--- src/rtl/mc_control_if.sv ---
// mc_control_if: control <-> datapath signal bundle for the multi-cycle MIPS-subset CPU.
// Modports:
//   master - control unit: samples opcode/funct/zero/mem_ready, drives all strobes and selects.
//   slave  - datapath/memory side: the reverse direction.
interface mc_control_if;
  logic [5:0] opcode;
  logic [5:0] funct;
  logic       zero;
  logic       mem_ready;
  logic [4:0] alu_op;
  logic       alu_src_a;
  logic [2:0] alu_src_b;
  logic [1:0] pc_src;
  logic       pc_en;
  logic       ir_write;
  logic       i_or_d;
  logic       mem_read;
  logic       mem_write;
  logic       reg_write;
  logic       reg_dst;
  logic       mem_to_reg;

  modport master (
    input  opcode, funct, zero, mem_ready,
    output alu_op, alu_src_a, alu_src_b, pc_src, pc_en, ir_write, i_or_d,
           mem_read, mem_write, reg_write, reg_dst, mem_to_reg
  );

  modport slave (
    output opcode, funct, zero, mem_ready,
    input  alu_op, alu_src_a, alu_src_b, pc_src, pc_en, ir_write, i_or_d,
           mem_read, mem_write, reg_write, reg_dst, mem_to_reg
  );
endinterface

--- src/rtl/mc_control.sv ---
// mc_control: multi-cycle control FSM for the MIPS-subset CPU.
// Ports:
//   clk         - clock, rising edge
//   rst_n       - asynchronous active-low reset
//   ctrl        - mc_control_if.master: opcode/funct/zero/mem_ready in, datapath controls out
//   o_halted    - unit is in HALT
//   o_state     - current state (debug)
//   o_instr_cnt - retired-instruction counter, wraps
module mc_control #(
  parameter int unsigned CNT_W = 32
) (
  input  logic             clk,
  input  logic             rst_n,
  mc_control_if.master     ctrl,
  output logic             o_halted,
  output logic [3:0]       o_state,
  output logic [CNT_W-1:0] o_instr_cnt
);

  localparam logic [3:0] StFetch   = 4'd0;
  localparam logic [3:0] StDecode  = 4'd1;
  localparam logic [3:0] StMemAddr = 4'd2;
  localparam logic [3:0] StMemRd   = 4'd3;
  localparam logic [3:0] StWbMem   = 4'd4;
  localparam logic [3:0] StMemWr   = 4'd5;
  localparam logic [3:0] StExR     = 4'd6;
  localparam logic [3:0] StWbR     = 4'd7;
  localparam logic [3:0] StExI     = 4'd8;
  localparam logic [3:0] StWbI     = 4'd9;
  localparam logic [3:0] StBranch  = 4'd10;
  localparam logic [3:0] StJump    = 4'd11;
  localparam logic [3:0] StHalt    = 4'd12;

  logic [3:0]       r_state;
  logic [CNT_W-1:0] r_instr_cnt;

  logic [3:0] w_next_state;
  logic [4:0] w_alu_op;
  logic       w_alu_src_a;
  logic [2:0] w_alu_src_b;
  logic [1:0] w_pc_src;
  logic       w_pc_en;
  logic       w_ir_write;
  logic       w_i_or_d;
  logic       w_mem_read;
  logic       w_mem_write;
  logic       w_reg_write;
  logic       w_reg_dst;
  logic       w_mem_to_reg;
  logic       w_halted;
  logic       w_retire;

  always_comb begin
    w_next_state = r_state;
    w_alu_op     = 5'd0;
    w_alu_src_a  = 1'b0;
    w_alu_src_b  = 3'd0;
    w_pc_src     = 2'd0;
    w_pc_en      = 1'b0;
    w_ir_write   = 1'b0;
    w_i_or_d     = 1'b0;
    w_mem_read   = 1'b0;
    w_mem_write  = 1'b0;
    w_reg_write  = 1'b0;
    w_reg_dst    = 1'b0;
    w_mem_to_reg = 1'b0;
    w_halted     = 1'b0;
    case (r_state)
      StFetch: begin
        w_mem_read  = 1'b1;
        w_alu_src_b = 3'd1;
        w_alu_op    = 5'd1;
        // PC+4 and IR load happen together on the cycle memory delivers
        w_ir_write  = ctrl.mem_ready;
        w_pc_en     = ctrl.mem_ready;
        if (ctrl.mem_ready) w_next_state = StDecode;
      end
      StDecode: begin
        // Speculative branch target into ALUOut
        w_alu_src_b = 3'd3;
        w_alu_op    = 5'd1;
        case (ctrl.opcode)
          6'h00: begin
            case (ctrl.funct)
              6'h20, 6'h22, 6'h24, 6'h25, 6'h26, 6'h27: w_next_state = StExR;
              default:                                  w_next_state = StHalt;
            endcase
          end
          6'h08, 6'h0C, 6'h0D, 6'h0E: w_next_state = StExI;
          6'h23, 6'h2B:               w_next_state = StMemAddr;
          6'h04, 6'h05:               w_next_state = StBranch;
          6'h02:                      w_next_state = StJump;
          default:                    w_next_state = StHalt;
        endcase
      end
      StMemAddr: begin
        w_alu_src_a  = 1'b1;
        w_alu_src_b  = 3'd2;
        w_alu_op     = 5'd1;
        w_next_state = (ctrl.opcode == 6'h23) ? StMemRd : StMemWr;
      end
      StMemRd: begin
        w_i_or_d   = 1'b1;
        w_mem_read = 1'b1;
        if (ctrl.mem_ready) w_next_state = StWbMem;
      end
      StWbMem: begin
        w_reg_write  = 1'b1;
        w_mem_to_reg = 1'b1;
        w_next_state = StFetch;
      end
      StMemWr: begin
        w_i_or_d    = 1'b1;
        w_mem_write = 1'b1;
        if (ctrl.mem_ready) w_next_state = StFetch;
      end
      StExR: begin
        w_alu_src_a = 1'b1;
        case (ctrl.funct)
          6'h20:   w_alu_op = 5'd1;
          6'h22:   w_alu_op = 5'd2;
          6'h24:   w_alu_op = 5'd3;
          6'h25:   w_alu_op = 5'd4;
          6'h26:   w_alu_op = 5'd5;
          6'h27:   w_alu_op = 5'd6;
          default: w_alu_op = 5'd0;
        endcase
        w_next_state = StWbR;
      end
      StWbR: begin
        w_reg_write  = 1'b1;
        w_reg_dst    = 1'b1;
        w_next_state = StFetch;
      end
      StExI: begin
        w_alu_src_a = 1'b1;
        case (ctrl.opcode)
          6'h0C: begin w_alu_src_b = 3'd4; w_alu_op = 5'd3; end
          6'h0D: begin w_alu_src_b = 3'd4; w_alu_op = 5'd4; end
          6'h0E: begin w_alu_src_b = 3'd4; w_alu_op = 5'd5; end
          default: begin w_alu_src_b = 3'd2; w_alu_op = 5'd1; end
        endcase
        w_next_state = StWbI;
      end
      StWbI: begin
        w_reg_write  = 1'b1;
        w_next_state = StFetch;
      end
      StBranch: begin
        w_alu_src_a  = 1'b1;
        w_alu_op     = 5'd2;
        w_pc_src     = 2'd1;
        // opcode 0x04 beq, 0x05 bne
        w_pc_en      = (ctrl.opcode == 6'h05) ? ~ctrl.zero : ctrl.zero;
        w_next_state = StFetch;
      end
      StJump: begin
        w_pc_src     = 2'd2;
        w_pc_en      = 1'b1;
        w_next_state = StFetch;
      end
      StHalt: begin
        w_halted     = 1'b1;
        w_next_state = StHalt;
      end
      default: w_next_state = StHalt;
    endcase
  end

  // Only completing states retire; re-entering FETCH from reset does not.
  always_comb begin
    w_retire = 1'b0;
    if (w_next_state == StFetch) begin
      case (r_state)
        StWbMem, StMemWr, StWbR, StWbI, StBranch, StJump: w_retire = 1'b1;
        default:                                         w_retire = 1'b0;
      endcase
    end
  end

  always_ff @(posedge clk or negedge rst_n) begin
    if (!rst_n) begin
      r_state     <= StFetch;
      r_instr_cnt <= '0;
    end else begin
      r_state <= w_next_state;
      if (w_retire) r_instr_cnt <= r_instr_cnt + CNT_W'(1);
    end
  end

  // Strobes are masked during reset so FETCH decode cannot touch PC/IR/memory/regs.
  assign ctrl.pc_en      = w_pc_en     & rst_n;
  assign ctrl.ir_write   = w_ir_write  & rst_n;
  assign ctrl.mem_read   = w_mem_read  & rst_n;
  assign ctrl.mem_write  = w_mem_write & rst_n;
  assign ctrl.reg_write  = w_reg_write & rst_n;
  assign ctrl.alu_op     = w_alu_op;
  assign ctrl.alu_src_a  = w_alu_src_a;
  assign ctrl.alu_src_b  = w_alu_src_b;
  assign ctrl.pc_src     = w_pc_src;
  assign ctrl.i_or_d     = w_i_or_d;
  assign ctrl.reg_dst    = w_reg_dst;
  assign ctrl.mem_to_reg = w_mem_to_reg;

  assign o_halted    = w_halted;
  assign o_state     = r_state;
  assign o_instr_cnt = r_instr_cnt;

endmodule

--- src/flat_wrapper.sv ---
// flat-port wrapper written by rule: the top's interface ports become plain ports
module mc_control_flat 
#(
  parameter int unsigned CNT_W = 32
)
  (clk, rst_n, o_halted, o_state, o_instr_cnt, ctrl_opcode, ctrl_funct, ctrl_zero, ctrl_mem_ready, ctrl_alu_op, ctrl_alu_src_a, ctrl_alu_src_b, ctrl_pc_src, ctrl_pc_en, ctrl_ir_write, ctrl_i_or_d, ctrl_mem_read, ctrl_mem_write, ctrl_reg_write, ctrl_reg_dst, ctrl_mem_to_reg);
  mc_control_if ctrl_i ();
  input  logic clk;
  input  logic rst_n;
  output logic o_halted;
  output logic [3:0] o_state;
  output logic [CNT_W-1:0] o_instr_cnt;
  input wire logic [$bits(ctrl_i.opcode)-1:0] ctrl_opcode;
  input wire logic [$bits(ctrl_i.funct)-1:0] ctrl_funct;
  input wire logic [$bits(ctrl_i.zero)-1:0] ctrl_zero;
  input wire logic [$bits(ctrl_i.mem_ready)-1:0] ctrl_mem_ready;
  output wire logic [$bits(ctrl_i.alu_op)-1:0] ctrl_alu_op;
  output wire logic [$bits(ctrl_i.alu_src_a)-1:0] ctrl_alu_src_a;
  output wire logic [$bits(ctrl_i.alu_src_b)-1:0] ctrl_alu_src_b;
  output wire logic [$bits(ctrl_i.pc_src)-1:0] ctrl_pc_src;
  output wire logic [$bits(ctrl_i.pc_en)-1:0] ctrl_pc_en;
  output wire logic [$bits(ctrl_i.ir_write)-1:0] ctrl_ir_write;
  output wire logic [$bits(ctrl_i.i_or_d)-1:0] ctrl_i_or_d;
  output wire logic [$bits(ctrl_i.mem_read)-1:0] ctrl_mem_read;
  output wire logic [$bits(ctrl_i.mem_write)-1:0] ctrl_mem_write;
  output wire logic [$bits(ctrl_i.reg_write)-1:0] ctrl_reg_write;
  output wire logic [$bits(ctrl_i.reg_dst)-1:0] ctrl_reg_dst;
  output wire logic [$bits(ctrl_i.mem_to_reg)-1:0] ctrl_mem_to_reg;
  assign ctrl_i.opcode = ctrl_opcode;
  assign ctrl_i.funct = ctrl_funct;
  assign ctrl_i.zero = ctrl_zero;
  assign ctrl_i.mem_ready = ctrl_mem_ready;
  assign ctrl_alu_op = ctrl_i.alu_op;
  assign ctrl_alu_src_a = ctrl_i.alu_src_a;
  assign ctrl_alu_src_b = ctrl_i.alu_src_b;
  assign ctrl_pc_src = ctrl_i.pc_src;
  assign ctrl_pc_en = ctrl_i.pc_en;
  assign ctrl_ir_write = ctrl_i.ir_write;
  assign ctrl_i_or_d = ctrl_i.i_or_d;
  assign ctrl_mem_read = ctrl_i.mem_read;
  assign ctrl_mem_write = ctrl_i.mem_write;
  assign ctrl_reg_write = ctrl_i.reg_write;
  assign ctrl_reg_dst = ctrl_i.reg_dst;
  assign ctrl_mem_to_reg = ctrl_i.mem_to_reg;
  mc_control #(.CNT_W(CNT_W)) u_core (.clk(clk), .rst_n(rst_n), .ctrl(ctrl_i), .o_halted(o_halted), .o_state(o_state), .o_instr_cnt(o_instr_cnt));
endmodule
--- config.mk ---
export PLATFORM = sky130hd
export DESIGN_NAME = mc_control_flat
export DESIGN_NICKNAME = d
export VERILOG_FILES = /design/src/rtl/mc_control_if.sv /design/src/rtl/mc_control.sv /design/src/flat_wrapper.sv
export SDC_FILE = /design/constraint.sdc
export NUM_CORES = 1
export LEC_CHECK = 0
export CAP_MARGIN = 20
export CORE_ASPECT_RATIO = 2
export CORE_MARGIN = 2
export CORE_UTILIZATION = 35
export DETAILED_ROUTE_END_ITERATION = 6
export GPL_TIMING_DRIVEN = 0
export PLACE_DENSITY_LB_ADDON = 0.25
export SYNTH_ARGS = -nofsm -noshare
export SYNTH_HDL_FRONTEND = slang
export SYNTH_SLANG_ARGS = --single-unit
export TNS_END_PERCENT = 10
--- constraint.sdc ---
create_clock -name clk -period 6 [get_ports clk]
set_clock_uncertainty 0.15 [all_clocks]
set_input_delay 1.2 -clock clk [delete_from_list [all_inputs] [get_ports clk]]
set_output_delay 1.2 -clock clk [all_outputs]
set_load 0.005 [all_outputs]
# After elaboration in Yosys (flattened, before gate mapping)
# Index checks and enable logic that the tools add are counted.
# W data, S select, Z words.
# totals
ff_bits,36
out_inout_bits,56
wordCells,77
# classes
n_addsub,1
eq_ne,27
n_mux,26
bitwise_logic,6
reduce_logical,15
# op_table
op,count
$eq A6 B6 Y1 const B,8
$add A32 B1 Y32 const B,1
$pmux W4 S8,1
$eq A6 B4 Y1 const B,4
$eq A4 B4 Y1 const B,5
$pmux W4 S5,1
$pmux W5 S4,1
$pmux W3 S6,1
$eq A4 B3 Y1 const B,4
$mux W4,4
$eq A6 B3 Y1 const B,2
$mux W1,12
$pmux W3 S4,1
$reduce_or A6 Y1,2
$pmux W3 S3,1
$reduce_or A3 Y1,3
$eq A4 B2 Y1 const B,2
$logic_not A4 Y1,2
$reduce_or A2 Y1,4
$reduce_or A4 Y1,2
$eq A6 B2 Y1 const B,1
$logic_not A6 Y1,1
$mux W3,2
$and A1 B1 Y1,5
other kinds (5),5

# Depth between registers and ports, before layout
# Gate-level depths: netlist of run 1.
# logic_depth
word_depth,7
depth_mapped,7
mapped_depth_nobuf,5

# Least setup slack after synthesis of run 1
# No wires, ideal clock.
# synth_path
kind,input -> output
from,input ctrl_opcode[0]
to,output ctrl_pc_en
arrival_time_ps,2404
path_slack_ps,2246
stages,6
n_path_buf,1
path_cell_list,clkbuf_1 > inv_1 > or4b_1 > xnor2_1 > o21bai_1 > a21oi_1
# synth_via
elab_chain_cells,4
# synth_rtl
item,line,source
"start, declared",flat_wrapper.sv:13,input wire logic [$bits(ctrl_i.opcode)-1:0] ctrl_opcode;
$eq A6 B3 Y1,mc_control.sv:154,w_pc_en = (ctrl.opcode == 6'h05) ? ~ctrl.zero : ctrl.zero;
$mux W1,mc_control.sv:154,
$pmux W1 S3,mc_control.sv:68,case (r_state)
$and A1 B1 Y1,mc_control.sv:192,assign ctrl.pc_en = w_pc_en & rst_n;
"end, declared",flat_wrapper.sv:21,output wire logic [$bits(ctrl_i.pc_en)-1:0] ctrl_pc_en;
# Every way passes these cells.

# Final worst setup path of run 1
# Ends and elaborated chain as after synthesis.

==> metrics.txt, run 1 <==
status=finished, final reports clean; post-CTS sizing=0; Final #Nets=365; Power Dens Cells=163 nW/um2; DRC=0; fmax=around 200 MHz; critical path type=input port to output port; die area=about 7500 um2; CP Max Fanout=10; CP Cell Sequence=clkdlybuf4s50_1 > clkbuf_1 > inv_1 > or4b_1 > xnor2_1 > o21bai_1 > a21oi_1 > clkdlybuf4s50_1; Final Wtd Congestion=0.892; LEAKAGE=0.00142 uW; initial antenna violation count=0; DPL Wire Length=5.07 mm; via count=2241; antenna viol nets, final=0; cell mode on critical path=clkdlybuf4s50_1; H-tree depth=2; DR vias/cell=5.13; top cell type's share of synthesized area=a little under two fifths; Seq/Total Area, Yosys=37.9%; Synth Register Bits=36; Max stage delay on crit path=540 ps; Slew Viols, Final=0; Pre-antenna DRT Iters=4; initial DRC count=128; Setup TNS=0 ps; post-synth top area cell=dfrtp_1; RSZ-0062 raised after global routing=no; Hold Buf Count CTS=0; Skew-Pair Late Insertion Delay=roughly 280 ps; clk buf depth=2; Post-CTS Setup Inserts=0; crit path capture type=output port; first-pass GRT wire length=11.0 mm; routed len/inst=roughly 15 um; die height=approximately 120 um; # diodes=0; top_reg_cell synth=dfrtp_1; post-layout min period=4940 ps; number of synthesized flops with an enable pin=0; synth unique cells=48; vias in the first global route=2195; Final Hold Fails=0; P&R area growth vs syn=39.6%; starting density of the core=between 30% and 40%; cts bufs inserted=5; Worst VDD drop=191 uV; CP max-delay cell=or4b_1; total track usage=about a fifth; WL final=6.75 mm; Worst Max-Slew Pin Slew=878 ps; CTS tree=done; Site Rows=between 40 and 50; Yosys warnings=0; I/O pin total=72; worst min-delay path class=flip-flop to flip-flop; Mean Syn Cell Area=about 8.7 um2; largest net degree at the start of global routing=40; fill cell count=~640; Max-Cap Viols=0; CTS Sinks=36; Clock Pin Slew Worst Setup and Hold Paths=60 ps; asr flop ratio synth=100%; period utilization=82.3%; startpoint types=input port; CTS root buffer=clkbuf_16; Rel. slew slack=around 41%; layout cell share with drive strength beyond 1=10.6%; GR Overflow Total=0; final setup violation count=0; hold slack=326 ps; Placeable Area=6570 um2; CP required=about 4700 ps; Die Wd=62.2 um; WP data arrival=~3600 ps; port bufs=68; Cells after Synth=around 270; Mapped Area=between 2000 and 2500 um2; top cells by area, synth=dfrtp_1 38%, xor2_1 9.2%, nor2_1 4.9%, nor4_2 4.7%, nand3_1 3.8%
state kept, by name (all words and copies together) (netlist names):
register	cells
u_core.o_instr_cnt	32
u_core.o_state	4
area by class of cell:
cell class | count | area (um2) | area share (%)
repair buffers | 68 | 676 | 20.4
clock buffers | 7 | 143 | 4.30
well taps | 88 | 110 | 3.32
multi-input cells | 213 | 1370 | 41.3
flip-flops and latches | 36 | 901 | 27.2
plain buffers | 14 | 71.3 | 2.15
clock inverters | 1 | 7.51 | 0.227
inverters | 10 | 37.5 | 1.13
routing by layer:
metal | GRT usage, % | share of wire (%) | vias up | routed length, um
li1 | - | - | 1104 | -
met4 | 8.06 | 2.3 | 0 | 157
met5 | 0 | 0 | - | 0
met1 | 19.7 | 38 | 1052 | 2560
met3 | 2.79 | 4.3 | 10 | 292
met2 | 35.9 | 55 | 75 | 3740
through the flow:
step	total power, uW	instances	setup slack (ps)	utilization [%]	area (um2)
floorplan	260	273	2250	-	2380
global route	562	437	875	50.5	3310
CTS	548	437	1010	50.5	3310
global placement	279	429	735	48.2	3170
detailed placement	279	429	1020	48.2	3160
finish	541	437	1060	50.5	3310
cell usage after synthesis (all sizes together) (2+ instances only):
cell type / n
nand3: 18
dfrtp: 36
a21oi: 12
nor2b: 8
or3: 2
o22ai: 2
inv: 10
and3: 6
o21ai: 16
xnor2: 9
a31o: 3
xor2: 25
or2: 3
nand4: 10
nand2b: 4
clkbuf: 5
buf: 9
nand2: 17
nor3b: 2
nor3: 13
nor4: 11
and2: 3
nor2: 31
power breakdown:
group	total (uW)	switching [uW]	leakage, uW	internal, uW
registers	243	0	0.000467	243
logic	31.4	17.2	0.000882	14.2
clock network	267	101	0.0000701	165
critical path: cells and delay by family:
kind | cells | cell delay (ps)
AO/OA/AOI/OAI | 2 | 240
XOR/XNOR | 1 | 220
buffers and inverters | 4 | 1390
AND/OR/NAND/NOR | 1 | 540
final timing paths:
check                                       start                endpoint  slack (ps)  cells past startpoint
max                                ctrl_opcode[0]              ctrl_pc_en        1060                      8
max in group asynchronous                   rst_n       u_core.o_state[3]        4260                      1
min reg2reg                u_core.o_instr_cnt[31]  u_core.o_instr_cnt[31]         330                      1
max reg2reg                 u_core.o_instr_cnt[9]  u_core.o_instr_cnt[31]        3880                      5
min in group asynchronous                   rst_n  u_core.o_instr_cnt[18]         890                      1
min                        u_core.o_instr_cnt[31]  u_core.o_instr_cnt[31]         330                      1
cells in the final DEF (no fill, tap or decap), types with 2 or more instances in the layout:
cell,instances
and2_1,2
xor2_1,25
clkdlybuf4s50_1,67
buf_2,4
o21ai_1,3
nor3_2,2
nand2b_1,4
o21ai_0,12
or2_2,3
or3_1,2
conb_1,2
buf_1,2
nor4_2,9
clkbuf_16,5
nand4_1,10
dfrtp_1,36
nor2b_1,8
a31o_2,3
nand3_1,18
nor3b_1,2
o22ai_1,2
a21oi_1,12
xnor2_1,9
inv_1,10
nor3_1,11
nor2_1,31
buf_4,4
clkbuf_1,6
nand2_1,17
and3_1,6
logic make-up after synthesis:
group | after synthesis | synth area share, %
XOR/XNOR | 34 | 12.5
multiplexers | 1 | 0.474
adder cells (fa/ha/maj) | 1 | 0.527
buffers and inverters | 24 | 4.58
AND/OR/NAND/NOR | 132 | 32.2
AO/OA/AOI/OAI | 43 | 11.6
other | 1 | 0.158
flip-flops | 36 | 37.9
No activity file was read; power rests on OpenSTA's default activity.
==> run 2, diff against run 1 <==
==> constraint.sdc (replaced) <==
create_clock -name clk -period 4.1 [get_ports clk]
set_clock_uncertainty 0.15 [all_clocks]
set_input_delay 0.82 -clock clk [delete_from_list [all_inputs] [get_ports clk]]
set_output_delay 0.82 -clock clk [all_outputs]
set_load 0.005 [all_outputs]
==> run 2 against run 1 <==
  * Cell count is 0.23% lower
  * Clock-buffer cell count stayed put
  * Critical path depth is 1 lower
  * Sequential share of layout area hardly changed
  * Sequential power is 46% higher
  * Register-to-register slack worse by 1900 ps
  * First-iteration DRC count is 13% higher
  * Utilization hardly changed
  * Worst hold slack stayed put
  * Design area hardly changed
  * Die area stayed put
  * Largest power group unchanged
==> metrics.txt, run 2 (synthesis results as in run 1) <==
WHS Path Cells=1; Worst VDD drop=around 280 uV; DR vias/cell=5.11; initial antenna violation count=0; final setup violation count=0; # diodes=0; fill cell count=640; hold slack=326 ps; Rel. slew slack=41.6%; starting density of the core=between 30% and 40%; crit path capture type=output port; Hold Buf Count CTS=0; Die Wd=62.2 um; GR Overflow Total=0; Final Hold Fails=0; P&R area growth vs syn=39.7%; CTS Sinks=36; Critical R2R Launch=u_core.o_instr_cnt[9]; max reg flops=32; clk buf depth=2; DPL Wire Length=5.07 mm; startpoint types=input port; Reg2Reg Capture Point=u_core.o_instr_cnt[31]; total track usage=18.6%; Sequential Area=between 900 and 1000 um2; Final #Nets=364; most frequent cells in the layout=66 x clkdlybuf4s50_1, 36 x dfrtp_1, 30 x nor2_1; RSZ-0062 raised after global routing=no; Worst Max-Slew Pin Slew=slightly below 900 ps; die height=120 um; cts bufs inserted=5; final setup margin=115 ps; WP data arrival=3010 ps; reg2reg path depth=5; Max-Cap Viols=0; antenna viol nets, final=0; DRC=0; min-delay src=u_core.o_instr_cnt[31]; post-layout min period=3980 ps; layout cell share with drive strength beyond 1=10.9%; r2r setup slk=1970 ps; Pre-antenna DRT Iters=4; Placeable Area=6570 um2; Final Wtd Congestion=0.892; H-tree depth=2; Most Crowded Layer GR=met2; vias in the first global route=2195; commonest non-fill, non-tap cell in the layout=clkdlybuf4s50_1; Site Rows=42; first-pass GRT wire length=~11 mm; WL final=6.76 mm; CP required=3130 ps; CTS root buffer=clkbuf_16; Post-CTS Setup Inserts=0; largest net degree at the start of global routing=40; CTS tree=done; I/O pin total=72; initial DRC count=144; pre-CTS worst setup slack=-122 ps; via count=2228; CP Max Fanout=9; die area=7500 um2; met2 Track Usage GR=35.7%; LEAKAGE=0.00142 uW; routed len/inst=around 15 um; Hold EP=u_core.o_instr_cnt[31]; status=finished, final reports clean; met3 GRT Util=just under 3%; Clock Pin Slew Worst Setup and Hold Paths=60 ps; Power Dens Cells=239 nW/um2; fmax=251 MHz; critical path type=input port to output port; period utilization=97.2%; worst min-delay path class=flip-flop to flip-flop; Multi-input gate area=1380 um2; Slew Viols, Final=0; M1 GR Usage=19.6%; port bufs=68; Skew-Pair Late Insertion Delay=280 ps
[run 2: power breakdown]
part           switching (uW)  internal (uW)  total, uW  leakage [uW]
clock                     149            242        391     0.0000701
sequential                  0            355        355      0.000467
combinational            25.4           20.5       45.9      0.000883
[run 2: worst max path at each step]
stage                         startpoint          to  slack (ps)  depth (start not counted)
final                     ctrl_opcode[5]  ctrl_pc_en         120                          7
after global routing      ctrl_opcode[5]  ctrl_pc_en          10                          7
after CTS                 ctrl_opcode[5]  ctrl_pc_en          20                          7
after detailed placement  ctrl_opcode[0]  ctrl_pc_en        -120                          8
after global placement             rst_n  ctrl_pc_en        -400                          4
after floorplan           ctrl_opcode[0]  ctrl_pc_en        1110                          6
[run 2: critical path: stages]
cell             delay, ps
clkdlybuf4s50_1        500
nor2_4                 240
or4b_1                 470
xnor2_1                230
o21bai_1                90
a21oi_1                150
clkdlybuf4s50_1        510
[run 2: stage by stage]
step / TNS [ps] / instance area [um2] / util, % / cells / total power, uW
after floorplan: 0 / 2380 / - / 273 / 380
after global placement: -1630 / 3170 / 48.2 / 429 / 408
after detailed placement: -122 / 3160 / 48.2 / 429 / 408
after CTS: 0 / 3310 / 50.4 / 436 / 802
after global routing: 0 / 3320 / 50.5 / 436 / 822
final: 0 / 3320 / 50.5 / 436 / 792
[run 2: layout make-up]
type	count	share of cell area, %
plain buffers	13	2.04
clock buffers	7	4.30
well taps	88	3.32
flip-flops and latches	36	27.2
repair buffers	68	20.3
clock inverters	1	0.226
inverters	10	1.13
multi-input cells	213	41.5
[run 2: layer usage]
| metal | vias up | wire length (um) |
|---|---|---|
| met5 | - | 0 |
| met4 | 0 | 157 |
| met3 | 10 | 290 |
| met2 | 70 | 3740 |
| met1 | 1047 | 2570 |
| li1 | 1101 | - |
[run 2: what timing repair did]
item	CTS	global route
cloned	0	0
endpoints found under the setup margin	1	1
gates resized for setup	2	1
==> run 3, diff against run 2 <==
--- a/config.mk
+++ b/config.mk
@@ -9,9 +9,10 @@
 export CORE_ASPECT_RATIO = 2
 export CORE_MARGIN = 2
 export CORE_UTILIZATION = 35
+export CTS_CLUSTER_SIZE = 8
 export DETAILED_ROUTE_END_ITERATION = 6
 export GPL_TIMING_DRIVEN = 0
-export PLACE_DENSITY_LB_ADDON = 0.25
+export PLACE_DENSITY_LB_ADDON = 0.2
 export SYNTH_ARGS = -nofsm -noshare
 export SYNTH_HDL_FRONTEND = slang
 export SYNTH_SLANG_ARGS = --single-unit
==> run 3 against run 2 <==
  * Worst hold slack barely moved
  * Critical path type unchanged
  * Global-route usage rose by 0.47 points
  * Fmax fell by 0.51%
  * Non-clock buffer count did not move
  * Critical endpoint unchanged
==> metrics.txt, run 3 (synthesis results as in run 1) <==
hold slack=approximately 330 ps; sw frac=between 20% and 30%; Hold Buf Count CTS=0; Power Internal=about 630 uW; Multi-input gate area=1380 um2; worst min-delay path class=flip-flop to flip-flop; period utilization=97.7%; RSZ-0062 raised after global routing=no; DRC=0; Finished Cell Area=between 3000 and 4000 um2; initial DRC count=113; CTS Sinks=36; I/O pin total=72; Worst VDD drop=332 uV; commonest non-fill, non-tap cell in the layout=clkdlybuf4s50_1; die height=~120 um; Crit. Startpoint=ctrl_opcode[5]; vias in the first global route=2351; CTS root buffer=clkbuf_16; initial antenna violation count=0; max reg flops=32; H-tree depth=2; most frequent cells in the layout=66 x clkdlybuf4s50_1, 36 x dfrtp_1, 30 x nor2_1; # diodes=0; Clk pwr share=49.5%; sequential power share=44.7%; Power Dens Cells=240 nW/um2; first-pass GRT wire length=11.3 mm; Rel. slew slack=42.8%; layout cell share with drive strength beyond 1=11.0%; Logic pwr share=5.8%; startpoint types=input port; Skew-Pair Late Insertion Delay=280 ps; CP Max Fanout=9; Critical R2R Launch=u_core.o_state[1]; final setup margin=94.8 ps; status=finished, final reports clean; final setup violation count=0; die area=7500 um2; Max-Cap Viols=0; overall power=796 uW; DR vias/cell=5.20; total track usage=between 10% and 20%; Sequential Area=901 um2; Final Wtd Congestion=0.884; P&R area growth vs syn=39.8%; routed len/inst=15.7 um; Clock Pin Slew Worst Setup and Hold Paths=50 ps; Post-CTS Setup Inserts=0; via count=around 2.3k; antenna viol nets, final=0; Final Hold Fails=0; GR Overflow Total=0; Final #Nets=364; CTS tree=done; LEAKAGE=0.00143 uW; Post-DP Area=roughly 3200 um2; clk buf depth=2; cts bufs inserted=5; sw power=165 uW; largest net degree at the start of global routing=40; fill cell count=630; Site Rows=42; min-delay src=u_core.o_instr_cnt[31]; WL final=6.82 mm; crit path capture type=output port; port bufs=68; post-layout min period=4010 ps; Die Wd=62.2 um; starting density of the core=roughly 36%; Slew Viols, Final=0; critical path type=input port to output port; CP required=3130 ps; Placeable Area=6570 um2; Pre-antenna DRT Iters=5; pre-CTS worst setup slack=-155 ps; fmax=roughly 250 MHz; DPL Wire Length=5.16 mm; Worst Max-Slew Pin Slew=around 860 ps; WP data arrival=about 3000 ps
==> run 3: cell count changes in the layout (fill, tap and decap cells not counted), sizes merged <==
cell and change:
clkinvlp -1
==> run 3: final timing paths <==
path / cells past startpoint / slack, ps / endpoint
setup / recovery: 7 / 90 / ctrl_pc_en
hold / removal: 1 / 330 / u_core.o_instr_cnt[31]
setup reg to reg: 6 / 1960 / u_core.o_instr_cnt[1]
hold reg to reg: 1 / 330 / u_core.o_instr_cnt[31]
max in group asynchronous: 1 / 2760 / u_core.o_instr_cnt[1]
min in group asynchronous: 1 / 490 / u_core.o_instr_cnt[26]
==> run 3: timing repair <==
action                                  CTS  global route
resized for setup                         3             0
endpoints found under the setup margin    1             1
pin swaps                                 0             1
hold endpoints to repair                  0             0
==> run 3: per-stage QoR <==
stage                     std cells  setup TNS [ps]  util (%)
final                           435               0      50.5
after global routing            435               0      50.5
after CTS                       435               0      50.5
after detailed placement        429            -155      48.2
after global placement          429           -1740      48.2
after floorplan                 273               0         -
==> run 3: area by class of cell <==
cell class / count / share of cell area, %
multi-input combinational: 213 / 41.5
timing repair buffer: 68 / 20.3
clock buffer: 7 / 4.60
inverter: 10 / 1.13
buffer: 13 / 2.04
sequential: 36 / 27.1
tap: 88 / 3.32
==> run 3: metal layers <==
layer | up-vias | part of all wire [%] | GRT usage, %
met1 | 1068 | 36 | 19.0
met4 | 0 | 3.1 | 9.58
met5 | - | 0 | 0
met2 | 79 | 56 | 37.0
li1 | 1100 | - | -
met3 | 13 | 4.6 | 3.53
==> run 3: worst max-delay path, cell delays in order <==
cell and delay, ps:
clkdlybuf4s50_1 510, nor2_4 230, or4b_1 470, xnor2_1 220
o21bai_1 110, a21oi_1 160, clkdlybuf4s50_1 520
==> run 3: power groups by stage <==
stage	Clock, uW	Combinational, uW	Sequential, uW
5_1_grt	422	51.5	355
3_5_place_dp	0	46.3	362
3_3_place_gp	0	46.3	362
6_report	394	46.1	356
2_1_floorplan	0	17.9	362
4_1_cts	411	46.7	355
